$ cat src/rtl/score_display.sv
// Score display controller: converts the game score (or the best score while
// waiting) to BCD with a sequential double-dabble engine, tracks the best
// score at game over, and time-multiplexes four active-low 7-segment digits
// with leading-zero blanking and a game-over blink.
module score_display #(
    parameter int SCAN_DIV    = 16250,
    parameter int BLINK_SLOTS = 256
) (
    input  logic        clk,
    input  logic        rst,
    input  logic [11:0] score,
    input  logic        over,
    input  logic        waiting,
    output logic [7:0]  seg,
    output logic [3:0]  an,
    output logic [11:0] best,
    output logic        busy
);

    localparam int DW = (SCAN_DIV > 1) ? $clog2(SCAN_DIV) : 1;
    localparam int SW = (BLINK_SLOTS > 1) ? $clog2(BLINK_SLOTS) : 1;
    localparam logic [DW-1:0] DIV_LAST  = DW'(SCAN_DIV - 1);
    localparam logic [SW-1:0] SLOT_LAST = SW'(BLINK_SLOTS - 1);

    typedef enum logic [1:0] {IDLE, SHIFT, DONE} state_t;

    state_t        state_q, state_d;
    logic [11:0]   cap_q, cap_d;
    logic [11:0]   sr_q, sr_d;
    logic [15:0]   bcd_q, bcd_d;
    logic [3:0]    cnt_q, cnt_d;
    logic [15:0]   disp_q, disp_d;
    logic [11:0]   best_q, best_d;
    logic          over_q, over_d;
    logic [DW-1:0] div_q, div_d;
    logic [1:0]    idx_q, idx_d;
    logic [SW-1:0] slot_q, slot_d;
    logic          phase_q, phase_d;
    logic [7:0]    seg_q, seg_d;
    logic [3:0]    an_q, an_d;

    logic [11:0]   src;
    logic          src_new;
    logic [15:0]   bcd_adj;
    logic [3:0]    zero_from;
    logic          tc;

    assign src     = waiting ? best_q : score;
    assign src_new = (src != cap_q);

    // Per-nibble add-3 correction and per-position leading-zero detection
    for (genvar gi = 0; gi < 4; gi++) begin : g_nib
        assign bcd_adj[4*gi +: 4] = (bcd_q[4*gi +: 4] >= 4'd5) ?
                                    bcd_q[4*gi +: 4] + 4'd3 : bcd_q[4*gi +: 4];
        assign zero_from[gi] = (disp_q[15:4*gi] == '0);
    end

    function automatic logic [6:0] hex_decode(input logic [3:0] nib);
        case (nib)
            4'd0:    hex_decode = 7'h40;
            4'd1:    hex_decode = 7'h79;
            4'd2:    hex_decode = 7'h24;
            4'd3:    hex_decode = 7'h30;
            4'd4:    hex_decode = 7'h19;
            4'd5:    hex_decode = 7'h12;
            4'd6:    hex_decode = 7'h02;
            4'd7:    hex_decode = 7'h78;
            4'd8:    hex_decode = 7'h00;
            4'd9:    hex_decode = 7'h10;
            default: hex_decode = 7'h7F;
        endcase
    endfunction

    // Converter state register
    always_ff @(posedge clk) begin
        if (rst) state_q <= IDLE;
        else     state_q <= state_d;
    end

    // Converter next-state: capture on change, 12 shift cycles, one commit cycle
    always_comb begin
        state_d = state_q;
        case (state_q)
            IDLE:    if (src_new) state_d = SHIFT;
            SHIFT:   if (cnt_q == 4'd11) state_d = DONE;
            DONE:    state_d = IDLE;
            default: state_d = IDLE;
        endcase
    end

    // Converter outputs: busy covers the whole conversion including commit
    always_comb begin
        busy = (state_q != IDLE);
    end

    // Conversion datapath: capture, double-dabble step, commit to display
    always_comb begin
        cap_d  = cap_q;
        sr_d   = sr_q;
        bcd_d  = bcd_q;
        cnt_d  = cnt_q;
        disp_d = disp_q;
        case (state_q)
            IDLE: begin
                if (src_new) begin
                    cap_d = src;
                    sr_d  = src;
                    bcd_d = '0;
                    cnt_d = '0;
                end
            end
            SHIFT: begin
                bcd_d = {bcd_adj[14:0], sr_q[11]};
                sr_d  = {sr_q[10:0], 1'b0};
                cnt_d = cnt_q + 4'd1;
            end
            DONE:    disp_d = bcd_q;
            default: ;
        endcase
    end

    // Best score latches on the rising edge of the game-over level
    always_comb begin
        over_d = over;
        best_d = best_q;
        if (over && !over_q && (score > best_q)) best_d = score;
    end

    // Digit scan, blink phase and registered segment/anode drive
    always_comb begin
        tc      = (div_q == DIV_LAST);
        div_d   = tc ? '0 : div_q + 1'b1;
        idx_d   = tc ? idx_q + 2'd1 : idx_q;
        slot_d  = slot_q;
        phase_d = phase_q;
        seg_d   = seg_q;
        an_d    = an_q;
        if (tc) slot_d = (slot_q == SLOT_LAST) ? '0 : slot_q + 1'b1;
        if (!over)                             phase_d = 1'b0;
        else if (tc && (slot_q == SLOT_LAST))  phase_d = ~phase_q;
        if (tc) begin
            if ((idx_d != 2'd0) && zero_from[idx_d]) begin
                an_d  = 4'hF;
                seg_d = 8'hFF;
            end else begin
                an_d  = ~(4'd1 << idx_d);
                seg_d = {1'b1, hex_decode(disp_q[{idx_d, 2'b00} +: 4])};
            end
            if (over && phase_d) an_d = 4'hF;
        end
    end

    // Datapath and scan registers
    always_ff @(posedge clk) begin
        if (rst) begin
            cap_q   <= '0;
            sr_q    <= '0;
            bcd_q   <= '0;
            cnt_q   <= '0;
            disp_q  <= '0;
            best_q  <= '0;
            over_q  <= 1'b0;
            div_q   <= '0;
            idx_q   <= '0;
            slot_q  <= '0;
            phase_q <= 1'b0;
            seg_q   <= 8'hFF;
            an_q    <= 4'hF;
        end else begin
            cap_q   <= cap_d;
            sr_q    <= sr_d;
            bcd_q   <= bcd_d;
            cnt_q   <= cnt_d;
            disp_q  <= disp_d;
            best_q  <= best_d;
            over_q  <= over_d;
            div_q   <= div_d;
            idx_q   <= idx_d;
            slot_q  <= slot_d;
            phase_q <= phase_d;
            seg_q   <= seg_d;
            an_q    <= an_d;
        end
    end

    assign seg  = seg_q;
    assign an   = an_q;
    assign best = best_q;

endmodule
$ cat config.mk
export PLATFORM = sky130hd
export DESIGN_NAME = score_display
export DESIGN_NICKNAME = d
export VERILOG_FILES = /design/src/rtl/score_display.sv
export SDC_FILE = /design/constraint.sdc
export NUM_CORES = 1
export LEC_CHECK = 0
export CORE_MARGIN = 4
export CORE_UTILIZATION = 50
export CTS_BUF_LIST = sky130_fd_sc_hd__clkbuf_2
export DETAILED_ROUTE_END_ITERATION = 10
export PLACE_DENSITY_LB_ADDON = 0.2
export SYNTH_ARGS = -nofsm -noshare
export SYNTH_HDL_FRONTEND = slang
export SYNTH_SLANG_ARGS = --single-unit
$ cat constraint.sdc
create_clock -name clk -period 3.7 [get_ports clk]
set_input_delay 0.555 -clock clk [delete_from_list [all_inputs] [get_ports clk]]
set_output_delay 0.555 -clock clk [all_outputs]
set_load 0.02 [all_outputs]
==> results.md, run 1 <==
- Setup CP Type: reg2reg
- Initial drt markers: roughly 230
- Sequential area share after synthesis: 41.2%
- GP Congestion: 0.865
- Number of synthesized register bits: approximately 110
- Slew HR: between 30% and 40%
- Core area: 0.0104 mm^2
- Worst hold start: rst
- Critical path capture point type: flop
- Gate Count Post-Synth: 646
- Via count: 4397
- Clk Latency, worst-skew pair: roughly 600 ps
- Fin crit share: 87.1%
- Gr ovfl total: 0
- PD cells: 335 mW/mm^2
- I/O pins: between 40 and 50
- Via density per instance: 5.41
- CTS clk-pin slew, worst paths: 270 ps
- Number of flops mapped to enable cells by yosys: 0
- Nets: 713
- Hold buffer count at cts: 0
- Antenna violations before repair: 0
- Worst Setup SP: div_q[0]
- Final HPWL DP: a little over 8000 um
- CTS tree: done
- Number of diodes: 0
- Vias in the first global route: around 4.2k
- Post-synth top cells: dfxtp_1 (111), nor2_1 (89), nand2_1 (67)
- Final Slew Violations: 0
- Period minus WS final: 3220 ps
- Actual slew at the worst max-slew pin: 1030 ps
- Site Rows: 37
- H-tree depth: 3
- Die area: 0.0125 mm^2
- Share of cells above drive strength 1: under 10%
- Port buffer count: 39
- RSZ-0062 raised after global routing: no
- Yosys top cell by area: dfxtp_1
- Total wire length: 11300 um
- Synth top area cells: dfxtp_1 (41%), nor2_1 (6.2%), ha_1 (5.8%), a21oi_1 (5.3%), nand2_1 (4.7%)
- Clock Path Buffers: 2
- Max Clock Freq: between 300 and 400 MHz
- Utilization after layout: 57.4%
- TNS Setup: 0 ps
- Static leakage: 2.17 nW
- First-pass GRT wire length: between 15000 and 20000 um
- Fillers: 1000
- Reg2Reg Launch Point: div_q[0]
- Crit-path cells: ha_1 > nand4b_1 > or4_4 > mux2i_4 > a222oi_1 > ha_1 > nand2b_1 > o2111ai_1 > and3b_1
- Synth Flop Type: dfxtp_1
- Setup Fix Bufs, Post-CTS: 0
- Die H: 112 um
- DRT antenna net count: 0
- DR pass1 iterations: 4
- Drt wl/cell: 13.8 um
- Most common cell on crit path: ha_1
- Mapped cell area: 0.00540 mm^2
- Die X: approximately 110 um
- Worst Clk Skew: 13.6 ps
- Maxcap violations: 0
- Top-area cell type share of the netlist area: between 40% and 50%
- Post-cts resize count: 0
- Clock Sinks: 111
- CP top delay family: simple AND/OR/NAND/NOR gates
- CP Data Required Time: 4260 ps
- Yosys warns: 0
- Total Routing Usage GR: about a fifth
- Startpoint Class: flop
- Remaining DRCs: 0
- Root Driver: clkbuf_2
- Cts bufs inserted: 9
- Post-Place Cell Area: 0.00589 mm^2
- Largest net degree at the start of global routing: 84
- Final Hold Viols: 0
- VDD IR max: 0.000306 V
- Crit-path max FO: 10
- Avg Inst Size Synth: 8.35 um^2
- Worst path arrival time: roughly 3800 ps
- Hold Crit Class: in2reg
- Post-Layout Inst Area: 0.00598 mm^2
- Status: finished, final reports clean
- Starting Density: 51.8%
- Crit path largest cell delay: roughly 680 ps
- Ys async rst share: 0%
- Most common cell in the netlist: dfxtp_1
- Post-synth net total: 687
- CP Buf/Inv Count: 0
- Final setup viols: 0
- Area Overhead vs Synth: 10.7%
- Yosys cell types: 58
- CP max stage cell: a222oi_1
metrics by stage:
| stage | setup WS (ps) | power, mW | hold WS [ps] | instances |
|---|---|---|---|---|
| finish | 476 | 2.00 | 403 | 813 |
| global route | 298 | 2.12 | 353 | 813 |
| CTS | 465 | 2.03 | 352 | 813 |
| detailed placement | 544 | 1.56 | 456 | 797 |
| global placement | 594 | 1.55 | 442 | 797 |
| floorplan | 854 | 1.46 | 432 | 646 |
power by group:
part,total (mW),switching (mW),internal (mW)
combinational,0.267,0.154,0.113
sequential,1.27,0.0300,1.24
clock,0.468,0.383,0.0849
registers in the layout (all words and copies together), names as in the netlist:
register and cells:
state_q 2, an 4, disp_q 16, sr_q 12
idx_q 2, div_q 14, seg 7, cap_q 12
slot_q 8, over_q 1, cnt_q 4, bcd_q 16
phase_q 1, best 12
final cells by class:
| cell class | instances | area, um^2 | area share [%] |
|---|---|---|---|
| multi-input cells | 468 | 2910 | 48.7 |
| flip-flops and latches | 111 | 2220 | 37.2 |
| repair buffers | 50 | 468 | 7.83 |
| well taps | 136 | 170 | 2.85 |
| inverters | 32 | 120 | 2.01 |
| clock buffers | 10 | 50.0 | 0.838 |
| clock inverters | 6 | 37.5 | 0.628 |
cells in the final DEF (no fill, tap or decap), drive strengths merged, types with 11 or more instances in the layout:
master,instances
clkdlybuf4s50,38
buf,12
inv,32
mux2i,24
nor2,89
o21ai,23
a21oi,58
dfxtp,111
nand3,21
ha,25
nand2b,11
xnor2,13
nand2,67
nor3,12
xor2,25
cell families (layout without fill, tap and decap cells):
logic type / Yosys count / in the layout / synth area share [%]
xor gates and xnor gates: 38 / 38 / 6.17
buffers and inverters: 67 / 98 / 5.03
other: 1 / 1 / 0.0695
AOI/OAI and AO/OA: 128 / 128 / 14.4
muxes: 30 / 30 / 5.94
DFF: 111 / 111 / 41.2
adders and majority gates: 25 / 25 / 5.80
and+or+nand+nor: 246 / 246 / 21.4
worst reg2reg max path, delay by kind of cell, from the launching register on:
family          cells  cell delay, ps
simple gates        4            1140
mux                 1             240
flops               1             460
fa+ha+maj           2             540
compound gates      2             800
path summary, 6_finish.rpt:
check / cells after the start / end / slack [ps]
min: 4 / seg[1] / 400
max reg2reg: 9 / seg[3] / 480
max: 9 / seg[3] / 480
min reg2reg: 2 / disp_q[2] / 480
per-layer routing:
metal  up-vias  wire length (um)  global-route usage (%)
met2        67              5240                    29.2
met3        10               454                    5.00
met5         -                 0                       0
met1      2055              5440                    26.0
li1       2265                 -                       -
met4         0               125                    4.14
Power figures use the tool's default switching activity.
==> run 2: changes to the inputs <==
CAP_MARGIN = 20   (was not set)
==> results of run 2 <==
Final layout, timing and power as in run 1 (identical DEF).
